`config.mk`:
```
export PLATFORM = sky130hd
export DESIGN_NAME = stonyman_readout
export DESIGN_NICKNAME = d
export VERILOG_FILES = /design/src/rtl/stonyman_readout.sv
export SDC_FILE = /design/constraint.sdc
export NUM_CORES = 1
export LEC_CHECK = 0
export BUFFER_PORTS_ARGS = -buffer_cell sky130_fd_sc_hd__buf_2
export CORE_MARGIN = 5
export CORE_UTILIZATION = 42
export CTS_CLUSTER_SIZE = 20
export DETAILED_ROUTE_END_ITERATION = 12
export SYNTH_ARGS = -nofsm -noshare
export SYNTH_HDL_FRONTEND = slang
export SYNTH_SLANG_ARGS = --single-unit
```
`constraint.sdc`:
```
create_clock -name clk -period 2.07 [get_ports clk]
set_clock_uncertainty 0.1 [all_clocks]
set_input_delay 0.3105 -clock clk [delete_from_list [all_inputs] [get_ports clk]]
set_output_delay 0.3105 -clock clk [all_outputs]
set_load 0.1 [all_outputs]
```
`src/rtl/stonyman_readout.sv`:
```
// Stonyman scan sequencer with SPI ADC front end: walks the pixel array
// row-major, converts each pixel and streams samples tagged with row/col.
module stonyman_readout #(
  parameter int ROWS     = 112,
  parameter int COLS     = 112,
  parameter int SCLK_DIV = 2,
  parameter int PULSE_W  = 2,
  parameter int SETTLE   = 4,
  parameter int ADC_BITS = 12
) (
  input  logic                clk,
  input  logic                nreset,
  input  logic                start,
  output logic                busy,
  output logic                frame_done,
  output logic                resp,
  output logic                resv,
  output logic                incp,
  output logic                incv,
  output logic                inphi,
  output logic                CS,
  output logic                SCLK,
  input  logic                MISO,
  output logic                px_valid,
  input  logic                px_ready,
  output logic [ADC_BITS-1:0] px_data,
  output logic [7:0]          px_row,
  output logic [7:0]          px_col,
  output logic                px_sof,
  output logic                px_eol
);

  typedef enum logic [3:0] {
    S_IDLE, S_RROW, S_RCOL, S_SETTLE, S_CONV, S_OUT, S_INCP, S_INCV, S_DONE
  } state_t;

  localparam logic [15:0] PW_LAST  = 16'(PULSE_W - 1);
  localparam logic [15:0] ST_LAST  = 16'(SETTLE - 1);
  localparam logic [15:0] DIV_LAST = 16'(SCLK_DIV - 1);
  localparam logic [5:0]  PH_LAST  = 6'd32;
  localparam logic [4:0]  BIT_LO   = 5'd4;
  localparam logic [4:0]  BIT_HI   = 5'(4 + ADC_BITS);
  localparam logic [7:0]  ROW_LAST = 8'(ROWS - 1);
  localparam logic [7:0]  COL_LAST = 8'(COLS - 1);

  state_t                state_reg, state_next;
  logic [15:0]           cnt_reg;
  logic [5:0]            phase_reg;
  logic [7:0]            row_reg, col_reg;
  logic [ADC_BITS-1:0]   data_reg;
  logic                  half_end, sclk_rise, capture, xfer;

  // A CONV transaction is 33 SCLK half-periods; phase counts them and SCLK
  // is low on odd phases, so an odd phase ending is a rising SCLK edge.
  assign half_end  = (cnt_reg == DIV_LAST);
  assign sclk_rise = (state_reg == S_CONV) && phase_reg[0] && half_end;
  assign capture   = sclk_rise && (phase_reg[5:1] >= BIT_LO) && (phase_reg[5:1] < BIT_HI);
  assign xfer      = (state_reg == S_OUT) && px_ready;

  always_ff @(posedge clk or negedge nreset) begin
    if (!nreset) state_reg <= S_IDLE;
    else         state_reg <= state_next;
  end

  always_comb begin
    state_next = state_reg;
    case (state_reg)
      S_IDLE:   if (start) state_next = S_RROW;
      S_RROW:   if (cnt_reg == PW_LAST) state_next = S_RCOL;
      S_RCOL:   if (cnt_reg == PW_LAST) state_next = S_SETTLE;
      S_SETTLE: if (cnt_reg == ST_LAST) state_next = S_CONV;
      S_CONV:   if (phase_reg == PH_LAST && half_end) state_next = S_OUT;
      S_OUT: begin
        if (px_ready) begin
          if (col_reg != COL_LAST)      state_next = S_INCP;
          else if (row_reg != ROW_LAST) state_next = S_INCV;
          else                          state_next = S_DONE;
        end
      end
      S_INCP:   if (cnt_reg == PW_LAST) state_next = S_SETTLE;
      S_INCV:   if (cnt_reg == PW_LAST) state_next = S_RCOL;
      S_DONE:   state_next = S_IDLE;
      default:  state_next = S_IDLE;
    endcase
  end

  always_ff @(posedge clk or negedge nreset) begin
    if (!nreset) begin
      cnt_reg   <= '0;
      phase_reg <= '0;
      row_reg   <= '0;
      col_reg   <= '0;
      data_reg  <= '0;
    end else begin
      if (state_next != state_reg) begin
        cnt_reg   <= '0;
        phase_reg <= '0;
      end else if (state_reg == S_CONV && half_end) begin
        cnt_reg   <= '0;
        phase_reg <= phase_reg + 6'd1;
      end else begin
        cnt_reg <= cnt_reg + 16'd1;
      end

      if (capture) data_reg <= ADC_BITS'({data_reg, MISO});

      // Pointer moves only on an accepted transfer, mirroring the chip pulses.
      if (state_reg == S_IDLE && start) begin
        row_reg <= '0;
        col_reg <= '0;
      end else if (xfer) begin
        if (col_reg != COL_LAST) begin
          col_reg <= col_reg + 8'd1;
        end else if (row_reg != ROW_LAST) begin
          row_reg <= row_reg + 8'd1;
          col_reg <= '0;
        end
      end
    end
  end

  always_comb begin
    busy       = (state_reg != S_IDLE) && (state_reg != S_DONE);
    frame_done = (state_reg == S_DONE);
    resv       = (state_reg == S_RROW);
    resp       = (state_reg == S_RCOL);
    incp       = (state_reg == S_INCP);
    incv       = (state_reg == S_INCV);
    inphi      = 1'b0;
    CS         = (state_reg != S_CONV);
    SCLK       = (state_reg == S_CONV) ? ~phase_reg[0] : 1'b1;
    px_valid   = (state_reg == S_OUT);
    px_sof     = (state_reg == S_OUT) && (row_reg == 8'd0) && (col_reg == 8'd0);
    px_eol     = (state_reg == S_OUT) && (col_reg == COL_LAST);
    px_data    = data_reg;
    px_row     = row_reg;
    px_col     = col_reg;
  end

endmodule
```
# ---- Word-level counts from Yosys, hierarchy flattened
# Cells that the tools add are included.
dict set report op_classes {
  add_sub_neg 4
  magnitude_cmp 2
  n_eq_ne 18
  mux 22
  bitwise_logic 1
  reduce_logical 24
}
# op n
set ops {}
lappend ops {{$mux 8} 8}
lappend ops {{$mux 16} 2}
lappend ops {{$mux 4} 8}
lappend ops {{$pmux 4 s6} 1}
lappend ops {{$add 16x1->16 const B} 1}
lappend ops {{$add 8x1->8 const B} 2}
lappend ops {{$eq 16x1->1 const B} 1}
lappend ops {{$eq 16x2->1 const B} 1}
lappend ops {{$eq 4x3->1 const B} 4}
lappend ops {{$logic_not 8->1} 2}
lappend ops {{$ne 8x7->1 const B} 2}
lappend ops {{$logic_and 1x1->1} 12}
lappend ops {{$mux 6} 2}
lappend ops {{$eq 4x2->1 const B} 2}
lappend ops {{$eq 8x7->1 const B} 1}
lappend ops {{$add 6x1->6 const B} 1}
lappend ops {{$eq 6x6->1 const B} 1}
lappend ops {{$reduce_bool 2->1} 3}
lappend ops {{$ge 5x3->1 const B} 1}
lappend ops {{$lt 5x5->1 const B} 1}
lappend ops {{$eq 4x1->1 const B} 1}
lappend ops {{$eq 4x4->1 const B} 1}
lappend ops {{$logic_not 4->1} 1}
lappend ops {{$ne 4x3->1 const B} 1}
lappend ops {{10 further kinds} 11}
dict set report word_totals {
  register_bits 54
  inputBits 5
  output_inout_bits 40
  wordCells 77
}

# ---- Logic depth before layout (Yosys ltp)
# Gate-level depths: netlist (run 1).
dict set report depth {
  depth_word 7
  mapped_depth 10
}

# ---- Worst setup path after synthesis (run 1)
# OpenSTA, ideal clock, no wires.
dict set report synth_timing {
  kind {register -> output}
  start {register col_reg[0], in the netlist px_col[0]}
  end {output port px_sof}
  t_arrival_ns 4.302
  path_slack_ns -2.643
  stages_incl_launch_ff 6
  path_cell_list {dfrtp_1 inv_1 ha_1 nor4b_1 nand3_1 nor4_1}
}
dict set report synth_via {
  elab_chain_len 2
}
# element line
set synth_rtl {}
lappend synth_rtl {{from (decl)} 49} ;# logic [7:0] row_reg, col_reg;
lappend synth_rtl {{from (signal assigned)} 113} ;# col_reg <= col_reg + 8'd1;
lappend synth_rtl {{$logic_not 8->1} 133} ;# px_sof = (state_reg == S_OUT) && (row_reg == 8'd0) && (col_reg == 8'd0);
lappend synth_rtl {{$logic_and 1x1->1} 133}
lappend synth_rtl {{to (decl)} 29} ;# output logic px_sof,
# Every way passes these cells.

# ---- Worst setup path in the final report (run 1)
dict set report layout_timing {
  start {register cnt_reg[14]}
  end {register cnt_reg[13]}
}
dict set report layout_via {
  elab_chain_len 6
}
# element line
set layout_rtl {}
lappend layout_rtl {{from (decl)} 47} ;# logic [15:0] cnt_reg;
lappend layout_rtl {{from (signal assigned)} 102} ;# cnt_reg <= cnt_reg + 16'd1;
lappend layout_rtl {{$eq 16x1->1} --}
lappend layout_rtl {{$logic_and 1x1->1} 72} ;# S_CONV: if (phase_reg == PH_LAST && half_end) state_next = S_OUT;
lappend layout_rtl {{$mux 4} 72}
lappend layout_rtl {{$pmux 4 s6 (*)} 67} ;# case (state_reg)
lappend layout_rtl {{via state_next[0]} 46} ;# state_t state_reg, state_next;
lappend layout_rtl {{$ne 4x4->1 (*)} 95} ;# if (state_next != state_reg) begin
lappend layout_rtl {{$mux 16 (*)} 95}
# Mark *: on every way through the listed nets, which the timed path passes. The rest lies on a longest branch.
# A chain may end at the register's enable or synchronous reset.

==> results of run 1 <==
[area by class of cell]
class,instances,area (µm²)
fillers,599,2370
multi-input cells,210,1790
flip-flops and latches,54,1400
repair buffers,122,997
well taps,96,120
clock buffers,5,68.8
inverters,12,51.3
clock inverters,3,40.0
[cells in the mapped netlist (2+ instances only)]
| cell | count | area share, % |
|---|---|---|
| a21oi_1 | 5 | 0.85 |
| and3_1 | 9 | 1.9 |
| and4_1 | 2 | 0.59 |
| buf_2 | 2 | 0.34 |
| buf_4 | 2 | 0.51 |
| buf_6 | 4 | 1.5 |
| dfrtp_1 | 54 | 46 |
| ha_1 | 8 | 3.4 |
| inv_1 | 12 | 1.5 |
| mux2_2 | 13 | 4.9 |
| mux2i_1 | 3 | 1.0 |
| nand2_1 | 20 | 2.5 |
| nand2b_1 | 2 | 0.42 |
| nand3_1 | 11 | 1.9 |
| nand4_1 | 7 | 1.5 |
| nand4b_1 | 2 | 0.59 |
| nor2_1 | 27 | 3.4 |
| nor2_2 | 21 | 4.4 |
| nor2b_1 | 2 | 0.42 |
| nor3_1 | 10 | 1.7 |
| nor3_2 | 2 | 0.68 |
| nor3b_1 | 3 | 0.76 |
| nor4_1 | 2 | 0.42 |
| nor4_4 | 3 | 2.2 |
| o21ai_0 | 6 | 1.0 |
| or3_1 | 2 | 0.42 |
| xnor2_1 | 13 | 3.8 |
| xor2_1 | 17 | 5.0 |
[logic make-up after synthesis]
kind of cell / after synthesis
flip-flops: 54
adder cells (fa/ha/maj): 8
other: 1
AND/OR/NAND/NOR: 136
XOR/XNOR: 30
buffers and inverters: 21
multiplexers: 17
AO/OA/AOI/OAI: 17
[how the worst min path moves through the flow]
stage	from	endpoint	cells past startpoint
2_1_floorplan	nreset	cnt_reg[0]$_DFF_PN0_	0
3_3_place_gp	nreset	phase_reg[3]$_DFFE_PN0P_	2
3_5_place_dp	nreset	phase_reg[3]$_DFFE_PN0P_	2
4_1_cts	MISO	px_data[0]$_DFFE_PN0P_	2
5_1_grt	MISO	px_data[0]$_DFFE_PN0P_	2
6_report	MISO	px_data[0]$_DFFE_PN0P_	2
[report_power, final]
group          internal (mW)  switching, mW
Clock                  0.357          0.350
Combinational          0.872           1.32
Sequential              1.13         0.0813
Total                   2.36           1.75
[worst max-delay path, cell delays in order, from the launching register on]
cell and delay [ns]:
dfrtp_1 0.43, nor4_4 0.33, nand4_1 0.19, nor2b_4 0.18, or4_4 0.56, mux2i_4 0.23, buf_6 0.22, nor2_2 0.06
[per-layer routing]
metal,share of wire [%],up-vias
met1,48,1204
met4,1.2,0
met5,0,-
li1,-,1217
met2,48,41
met3,2.9,8
[timing repair]
item	4_1_cts	5_1_grt
setup endpoints to repair	48	52
hold endpoints to repair	54	0
buffers inserted	7	8
hold buffers	1	0
gates cloned	1	0
pin swaps	13	23
gates resized for setup	20	26
==> results.sh, run 1 <==
export IMPL_status="finished, violations left"
export IMPL_violations="setup timing"
export IMPL_synth_cell_types=48
export IMPL_r2r_start="cnt_reg[14]$_DFF_PN0_"
export IMPL_ff2ff_setup_slack_ns=-0.35
export IMPL_use_met2_pct=27.4
export IMPL_synth_compound_area_share_pct=3.55
export IMPL_final_common_cell="buf_4"
export IMPL_fp_coreArea_um2=6830
export IMPL_final_cells=502
export IMPL_synthCells=284
export IMPL_synth_fa_ha_area_share_pct=3.38
export IMPL_setup_slack_ns=-0.347
export IMPL_cts_buffer_depth=2
export IMPL_top_usage_layer="met2"
export IMPL_antenna_cells=0
export IMPL_ys_ff_latch=54
export IMPL_grt_met1_usage_pct=24.6
export IMPL_final_max_slew_viol_count=0
export IMPL_muxShareOfSynthArea_pct=6.72
export IMPL_ctsHtreeMaxLevel=2
export IMPL_tns_ns=-7.69
export IMPL_die_area_um2=8820
export IMPL_crit_reg2reg_capture="cnt_reg[13]$_DFF_PN0_"
export IMPL_yosys_area_share_simple_pct=27.7
export IMPL_antenna_left=0
export IMPL_num_rows=30
export IMPL_portBuffers=43
export IMPL_crit_fanout=12
export IMPL_root_buffer="clkbuf_8"
export IMPL_power_leakage_nw=2.03
export IMPL_cts_sinks=54
export IMPL_place_inst=478
export IMPL_wl_mm=7.18
export IMPL_yosys_warnings=0
export IMPL_start_util_pct=43.3
export IMPL_arrival_ns=2.52
export IMPL_fin_util_pct=65.3
export IMPL_drive_gt1_share_pct=57.1
export IMPL_use_met3_pct=2.96
export IMPL_synth_nets=297
export IMPL_crit_path_end_kind="flip-flop"
export IMPL_die_w_um=93.9
export IMPL_dp_worst_setup_slack_ns=-0.385
export IMPL_wl_per_cell_um=14.3
export IMPL_grt_pass1_wl_mm=12.1
export IMPL_avgSynthCellArea_um2=10.4
export IMPL_clk_pin_slew_ns=0.10
export IMPL_period_minus_slack_ns=2.42
export IMPL_fin_crit_sh_pct=117
export IMPL_rsz0062_at_grt="true"
export IMPL_drt_iter0_drc=70
export IMPL_clk_latency_ns=0.31
export IMPL_cp_endpoint="cnt_reg[13]$_DFF_PN0_"
export IMPL_dp_hpwl_mm=5.07
export IMPL_area_growth_pct=50.8
export IMPL_first_pass_iters=4
export IMPL_via_per_inst=4.92
export IMPL_synth_top_flop_cell="dfrtp_1"
export IMPL_synth_edf_count=0
export IMPL_maxCapViolCount=0
export IMPL_synthArstFlopShare_pct=100
export IMPL_hold_path_class="in -> reg"
export IMPL_synth_cell_area_um2=2960
export IMPL_route_detailed_drc=0
export IMPL_die_h_um=93.9
export IMPL_p_per_area_nw_per_um2=922
export IMPL_finalHoldViolCount=0
export IMPL_synth_top_family_by_area="simple AND/OR/NAND/NOR gates"
export IMPL_track_usage_pct=17.3
export IMPL_numCtsBuffers=5
export IMPL_setup_worst_path_start="cnt_reg[14]$_DFF_PN0_"
export IMPL_seq_area_frac_synth_pct=45.7
export IMPL_antenna_found_initial=0
export IMPL_cp_required_ns=2.17
export IMPL_num_nets_final=418
export IMPL_peakVddDrop_uv=468
export IMPL_mostFrequentLayoutCells="66 x buf_4, 35 x dfrtp_1, 33 x buf_2"
export IMPL_finalPower_mw=4.12
export IMPL_gp_congestion=0.810
export IMPL_path_class="reg -> reg"
export IMPL_start_kind="flip-flop"
export IMPL_synthXorXnorAreaFrac_pct=8.88
export IMPL_pin_count=45
export IMPL_largest_reg_flops=16
export IMPL_ff2ff_path_depth=7
export IMPL_first_global_vias=2484
export IMPL_gr_total_overflow=0
export IMPL_grt_max_degree=55
export IMPL_design_area_um2=4460
export IMPL_hold_ws_ns=0.131
export IMPL_via_count=2470
export IMPL_setup_violations=38
export IMPL_placed_area_um2=4040
export IMPL_cts_tree="built"
export IMPL_fmax_mhz=414
No activity file was read; power rests on OpenSTA's default activity.
==> inputs of run 2 (changes only) <==
--- a/config.mk
+++ b/config.mk
@@ -5,6 +5,7 @@
 export SDC_FILE = /design/constraint.sdc
 export NUM_CORES = 1
 export LEC_CHECK = 0
+export ABC_AREA = 1
 export BUFFER_PORTS_ARGS = -buffer_cell sky130_fd_sc_hd__buf_2
 export CORE_MARGIN = 5
 export CORE_UTILIZATION = 42
==> results.sh, run 2 <==
export IMPL_multi_input_area_um2=1700
export IMPL_regArea_um2=1400
export IMPL_drt_iter0_drc=93
export IMPL_setup_worst_path_start="px_col[1]$_DFFE_PN0P_"
export IMPL_die_area_um2=9540
export IMPL_synthCells=401
export IMPL_maxCapViolCount=0
export IMPL_ff2ff_path_depth=13
export IMPL_p_per_area_nw_per_um2=1300
export IMPL_period_minus_slack_ns=2.15
export IMPL_synth_cell_types=31
export IMPL_antenna_left=0
export IMPL_fin_crit_sh_pct=104
export IMPL_via_per_inst=4.79
export IMPL_die_h_um=97.7
export IMPL_peakVddDrop_uv=1320
export IMPL_crit_path_end_kind="output pin"
export IMPL_final_common_cell="inv_1"
export IMPL_finalHoldViolCount=0
export IMPL_die_w_um=97.7
export IMPL_design_area_um2=4240
export IMPL_start_kind="flip-flop"
export IMPL_antenna_found_initial=0
export IMPL_synth_nets=414
export IMPL_yosys_warnings=0
export IMPL_cts_buffer_depth=2
export IMPL_numCtsBuffers=5
export IMPL_area_growth_pct=31.3
export IMPL_cp_endpoint="px_sof"
export IMPL_grt_max_degree=42
export IMPL_root_buffer="clkbuf_8"
export IMPL_cts_tree="built"
export IMPL_synth_cell_area_um2=3230
export IMPL_ys_ff_latch=54
export IMPL_num_rows=32
export IMPL_clk_pin_slew_ns=0.10
export IMPL_power_leakage_nw=1.98
export IMPL_synthArstFlopShare_pct=100
export IMPL_synth_top_flop_cell="dfrtp_1"
export IMPL_avgSynthCellArea_um2=8.05
export IMPL_rsz0062_at_grt="true"
export IMPL_fmax_mhz=466
export IMPL_crit_fanout=3
export IMPL_setup_slack_ns=-0.0768
export IMPL_fin_util_pct=55.7
export IMPL_dp_hpwl_mm=5.24
export IMPL_route_detailed_drc=0
export IMPL_start_util_pct=42.4
export IMPL_drive_gt1_share_pct=37.9
export IMPL_largest_reg_flops=16
export IMPL_track_usage_pct=15.5
export IMPL_path_class="reg -> out"
export IMPL_cp_required_ns=1.66
export IMPL_violations="setup timing"
export IMPL_setup_violations=11
export IMPL_antenna_cells=0
export IMPL_yosysTopAreaCell="dfrtp_1"
export IMPL_tns_ns=-0.147
export IMPL_wl_mm=7.45
export IMPL_arrival_ns=1.74
export IMPL_hold_path_class="in -> reg"
export IMPL_first_pass_iters=4
export IMPL_ctsHtreeMaxLevel=2
export IMPL_ff2ff_setup_slack_ns=-0.02
export IMPL_synth_edf_count=0
export IMPL_seq_area_frac_synth_pct=41.9
export IMPL_cts_sinks=54
export IMPL_grt_pass1_wl_mm=12.3
export IMPL_pin_count=45
export IMPL_first_global_vias=2617
export IMPL_via_count=2763
export IMPL_gp_congestion=0.817
export IMPL_gr_total_overflow=0
export IMPL_portBuffers=43
export IMPL_synth_most_common_cell="inv_1"
export IMPL_num_fill_cells=718
export IMPL_wl_per_cell_um=12.9
export IMPL_num_nets_final=487
export IMPL_yosysTopAreaCellShare_pct=41.9
export IMPL_clk_latency_ns=0.31
export IMPL_crit_reg2reg_capture="phase_reg[3]$_DFFE_PN0P_"
export IMPL_mostFrequentLayoutCells="59 x inv_1, 54 x nand2_1, 35 x dfrtp_1, 35 x buf_2, 34 x nor2_1"
export IMPL_r2r_start="px_col[0]$_DFFE_PN0P_"
export IMPL_fp_coreArea_um2=7610
export IMPL_placed_area_um2=3860
export IMPL_synthTopCellsByArea="dfrtp_1 42%, inv_1 7.8%, nand2_1 6.6%"
export IMPL_ys_top_cells_by_count="67 x inv_1, 57 x nand2_1, 54 x dfrtp_1"
export IMPL_status="finished, violations left"
export IMPL_final_max_slew_viol_count=0
## run 2: cell types whose count changed in the layout (fill, tap and decap cells not counted), moves of 9 or more
cell and delta:
mux2_2 -13, xnor2_1 -10, nor2_2 +12, inv_1 +50, a21oi_1 +17, nand4_1 +9, buf_6 -12, nor2_1 +12
nand3_1 +11, nand2_1 +37, buf_4 -43, and3_1 -9
## run 2: metal layers
metal | global-route usage, % | vias to the layer above | part of all wire [%]
met3 | 2.87 | 8 | 3.2
met4 | 3.73 | 0 | 0.94
met5 | 0 | - | 0
li1 | - | 1406 | -
met2 | 26.0 | 39 | 49
met1 | 20.8 | 1310 | 47
## run 2: area by class of cell
cell class	count	share of cell area, %
multi-input cells	268	40.0
flip-flops and latches	54	33.0
repair buffers	74	15.1
inverters	70	6.71
well taps	102	3.01
clock buffers	7	1.80
clock inverters	1	0.177
repair inverters	1	0.177
## run 2: how the worst min path moves through the flow
stage,start,to,slack (ns),cells after the start
2_1_floorplan,nreset,cnt_reg[0]$_DFF_PN0_,-0.09,0
3_3_place_gp,nreset,px_row[6]$_DFFE_PN0P_,0.13,1
3_5_place_dp,nreset,px_row[6]$_DFFE_PN0P_,0.14,1
4_1_cts,MISO,px_data[0]$_DFFE_PN0P_,0.09,3
5_1_grt,MISO,px_data[0]$_DFFE_PN0P_,0.1,3
6_report,MISO,px_data[0]$_DFFE_PN0P_,0.1,3
## run 2: logic make-up (layout without fill, tap and decap cells)
kind of cell               count (synthesis)  after routing  share of synthesized area (%)
AOI/OAI and AO/OA                         39             39                           6.48
buffers and inverters                     79            153                           10.7
adders and majority gates                  8              8                           3.10
xor gates and xnor gates                  21             21                           5.70
other                                      1              1                          0.116
DFF                                       54             54                           41.9
and+or+nand+nor                          199            199                           32.1
## run 2: metrics by stage
step / cells / power, mW / worst slack, ns / hold WS (ns)
final: 577 / 5.49 / -0.0768 / 0.0952
after global routing: 577 / 5.78 / -0.141 / 0.0985
after CTS: 563 / 4.94 / -0.0582 / 0.0888
after detailed placement: 550 / 4.27 / 0.0547 / 0.138
after global placement: 550 / 4.25 / 0.0513 / 0.134
after floorplan: 401 / 3.67 / -0.376 / -0.0851
## run 2: power breakdown
part           switching, mW  internal (mW)
combinational           2.37           1.09
clock                  0.356          0.241
sequential             0.178           1.25
## run 2: critical path, stage by stage (launching register included)
cell     delay (ns)
dfrtp_4        0.50
inv_4          0.08
ha_4           0.12
nand4_1        0.17
nor4_4         0.34
buf_12         0.21
## run 2: repair_timing
action,4_1_cts,5_1_grt
setup buffers,4,9
resized for setup,6,22
endpoints found under the hold margin,13,0
hold buffers,1,0
gates cloned,0,5
endpoints found under the setup margin,3,47
pin swaps,1,11
==> inputs of run 3 (changes only) <==
--- a/config.mk
+++ b/config.mk
@@ -11,6 +11,7 @@
 export CORE_UTILIZATION = 42
 export CTS_CLUSTER_SIZE = 20
 export DETAILED_ROUTE_END_ITERATION = 12
+export PLACE_DENSITY = 0.65
 export SYNTH_ARGS = -nofsm -noshare
 export SYNTH_HDL_FRONTEND = slang
 export SYNTH_SLANG_ARGS = --single-unit
==> results.sh, run 3 (synthesis gave the netlist of run 2 again) <==
export IMPL_hold_ws_ns=0.0880
export IMPL_via_count=2785
export IMPL_crit_fanout=2
export IMPL_arrival_ns=1.69
export IMPL_dp_hpwl_mm=5.25
export IMPL_num_rows=32
export IMPL_gp_congestion=0.836
export IMPL_path_class="reg -> out"
export IMPL_die_h_um=97.7
export IMPL_antenna_found_initial=0
export IMPL_period_minus_slack_ns=2.10
export IMPL_wl_per_cell_um=12.8
export IMPL_via_per_inst=4.79
export IMPL_violations="setup timing"
export IMPL_clk_pin_slew_ns=0.11
export IMPL_portBuffers=43
export IMPL_antenna_left=0
export IMPL_status="finished, violations left"
export IMPL_track_usage_pct=15.2
export IMPL_start_util_pct=42.4
export IMPL_route_detailed_drc=0
export IMPL_p_per_area_nw_per_um2=1310
export IMPL_peakVddDrop_uv=940
export IMPL_crit_path_end_kind="output pin"
export IMPL_setup_violations=1
export IMPL_drt_iter0_drc=85
export IMPL_gr_total_overflow=0
export IMPL_cp_slowest_cell="dfrtp_2"
export IMPL_fin_util_pct=56.6
export IMPL_wl_mm=7.46
export IMPL_cts_sinks=54
export IMPL_ctsHtreeMaxLevel=2
export IMPL_dp_worst_setup_slack_ns=0.0414
export IMPL_grt_max_degree=25
export IMPL_final_max_slew_viol_count=0
export IMPL_setup_slack_ns=-0.0258
export IMPL_root_buffer="clkbuf_8"
export IMPL_drive_gt1_share_pct=38.6
export IMPL_finalHoldViolCount=0
export IMPL_antenna_cells=0
export IMPL_pin_count=45
export IMPL_num_nets_final=491
export IMPL_hold_path_class="in -> reg"
export IMPL_first_global_vias=2706
export IMPL_die_area_um2=9540
export IMPL_start_kind="flip-flop"
export IMPL_fmax_mhz=477
export IMPL_cts_buffer_depth=2
export IMPL_final_common_cell="inv_1"
export IMPL_cp_required_ns=1.66
export IMPL_slowest_delay_ns=0.45
export IMPL_cts_tree="built"
export IMPL_die_w_um=97.7
export IMPL_power_leakage_nw=2.03
export IMPL_rsz0062_at_grt="true"
export IMPL_numCtsBuffers=5
export IMPL_largest_reg_flops=16
export IMPL_path_cells="nor2_4 -> nand3_4 -> buf_6 -> nor4_4 -> buf_12"
export IMPL_grt_pass1_wl_mm=12.2
export IMPL_num_fill_cells=686
export IMPL_first_pass_iters=4
export IMPL_fin_crit_sh_pct=101
export IMPL_mostFrequentLayoutCells="59 x inv_1, 55 x nand2_1, 36 x nor2_1"
export IMPL_area_growth_pct=33.5
export IMPL_fp_coreArea_um2=7610
export IMPL_maxCapViolCount=0
export IMPL_clk_latency_ns=0.32
## run 3: where the power goes
group	internal (mW)	switching (mW)
sequential	1.25	0.169
clock	0.369	0.381
combinational	1.14	2.35
total	2.75	2.90
## run 3: per-stage QoR
stage / instances / setup TNS [ns] / instance area [µm²] / total power, mW
floorplan: 401 / -2.04 / 3370 / 3.67
global placement: 549 / 0 / 3840 / 4.23
detailed placement: 549 / 0 / 3840 / 4.25
CTS: 567 / -0.0421 / 4060 / 5.13
global route: 581 / -2.21 / 4310 / 5.96
finish: 581 / -0.0258 / 4310 / 5.65
## run 3: worst max-delay path: cells and delay by family, from the launching register on
family | cells | cell delay (ns)
and+or+nand+nor | 3 | 0.54
buffers and inverters | 2 | 0.36
DFF | 1 | 0.45
## run 3: final cells by class
type                            instances  area (µm²)  area share (%)
Multi-Input combinational cell        268        1680            39.1
Sequential cell                        54        1400            32.5
Timing Repair Buffer                   79         696            16.2
Inverter                               70         284            6.59
Tap cell                              102         128            2.96
Clock buffer                            5        68.8            1.60
Clock inverter                          3        48.8            1.13
## run 3: what timing repair did
action | 4_1_cts | 5_1_grt
setup endpoints to repair | 3 | 42
setup buffers | 9 | 10
resized for setup | 9 | 20
gates cloned | 0 | 4
endpoints found under the hold margin | 17 | 0
hold buffers | 1 | 0
pin swaps | 6 | 8
## run 3: path summary, 6_finish.rpt
check	from	endpoint	slack [ns]	depth (start not counted)
worst max-delay path	state_reg[3]$_DFF_PN0_	px_sof	-0.03	5
worst min-delay path	MISO	px_data[0]$_DFFE_PN0P_	0.09	3
min in group asynchronous	nreset	px_col[0]$_DFFE_PN0P_	0.36	2
max in group asynchronous	nreset	cnt_reg[3]$_DFF_PN0_	0.86	3
worst max register to register	px_col[1]$_DFFE_PN0P_	phase_reg[3]$_DFFE_PN0P_	0.01	13
worst min register to register	px_data[5]$_DFFE_PN0P_	px_data[6]$_DFFE_PN0P_	0.41	2
## run 3: per-layer routing
layer | GRT usage [%] | routed length, µm
met2 | 26.8 | 3770
met3 | 3.45 | 216
met5 | 0 | 0
met4 | 4.26 | 124
met1 | 18.7 | 3350
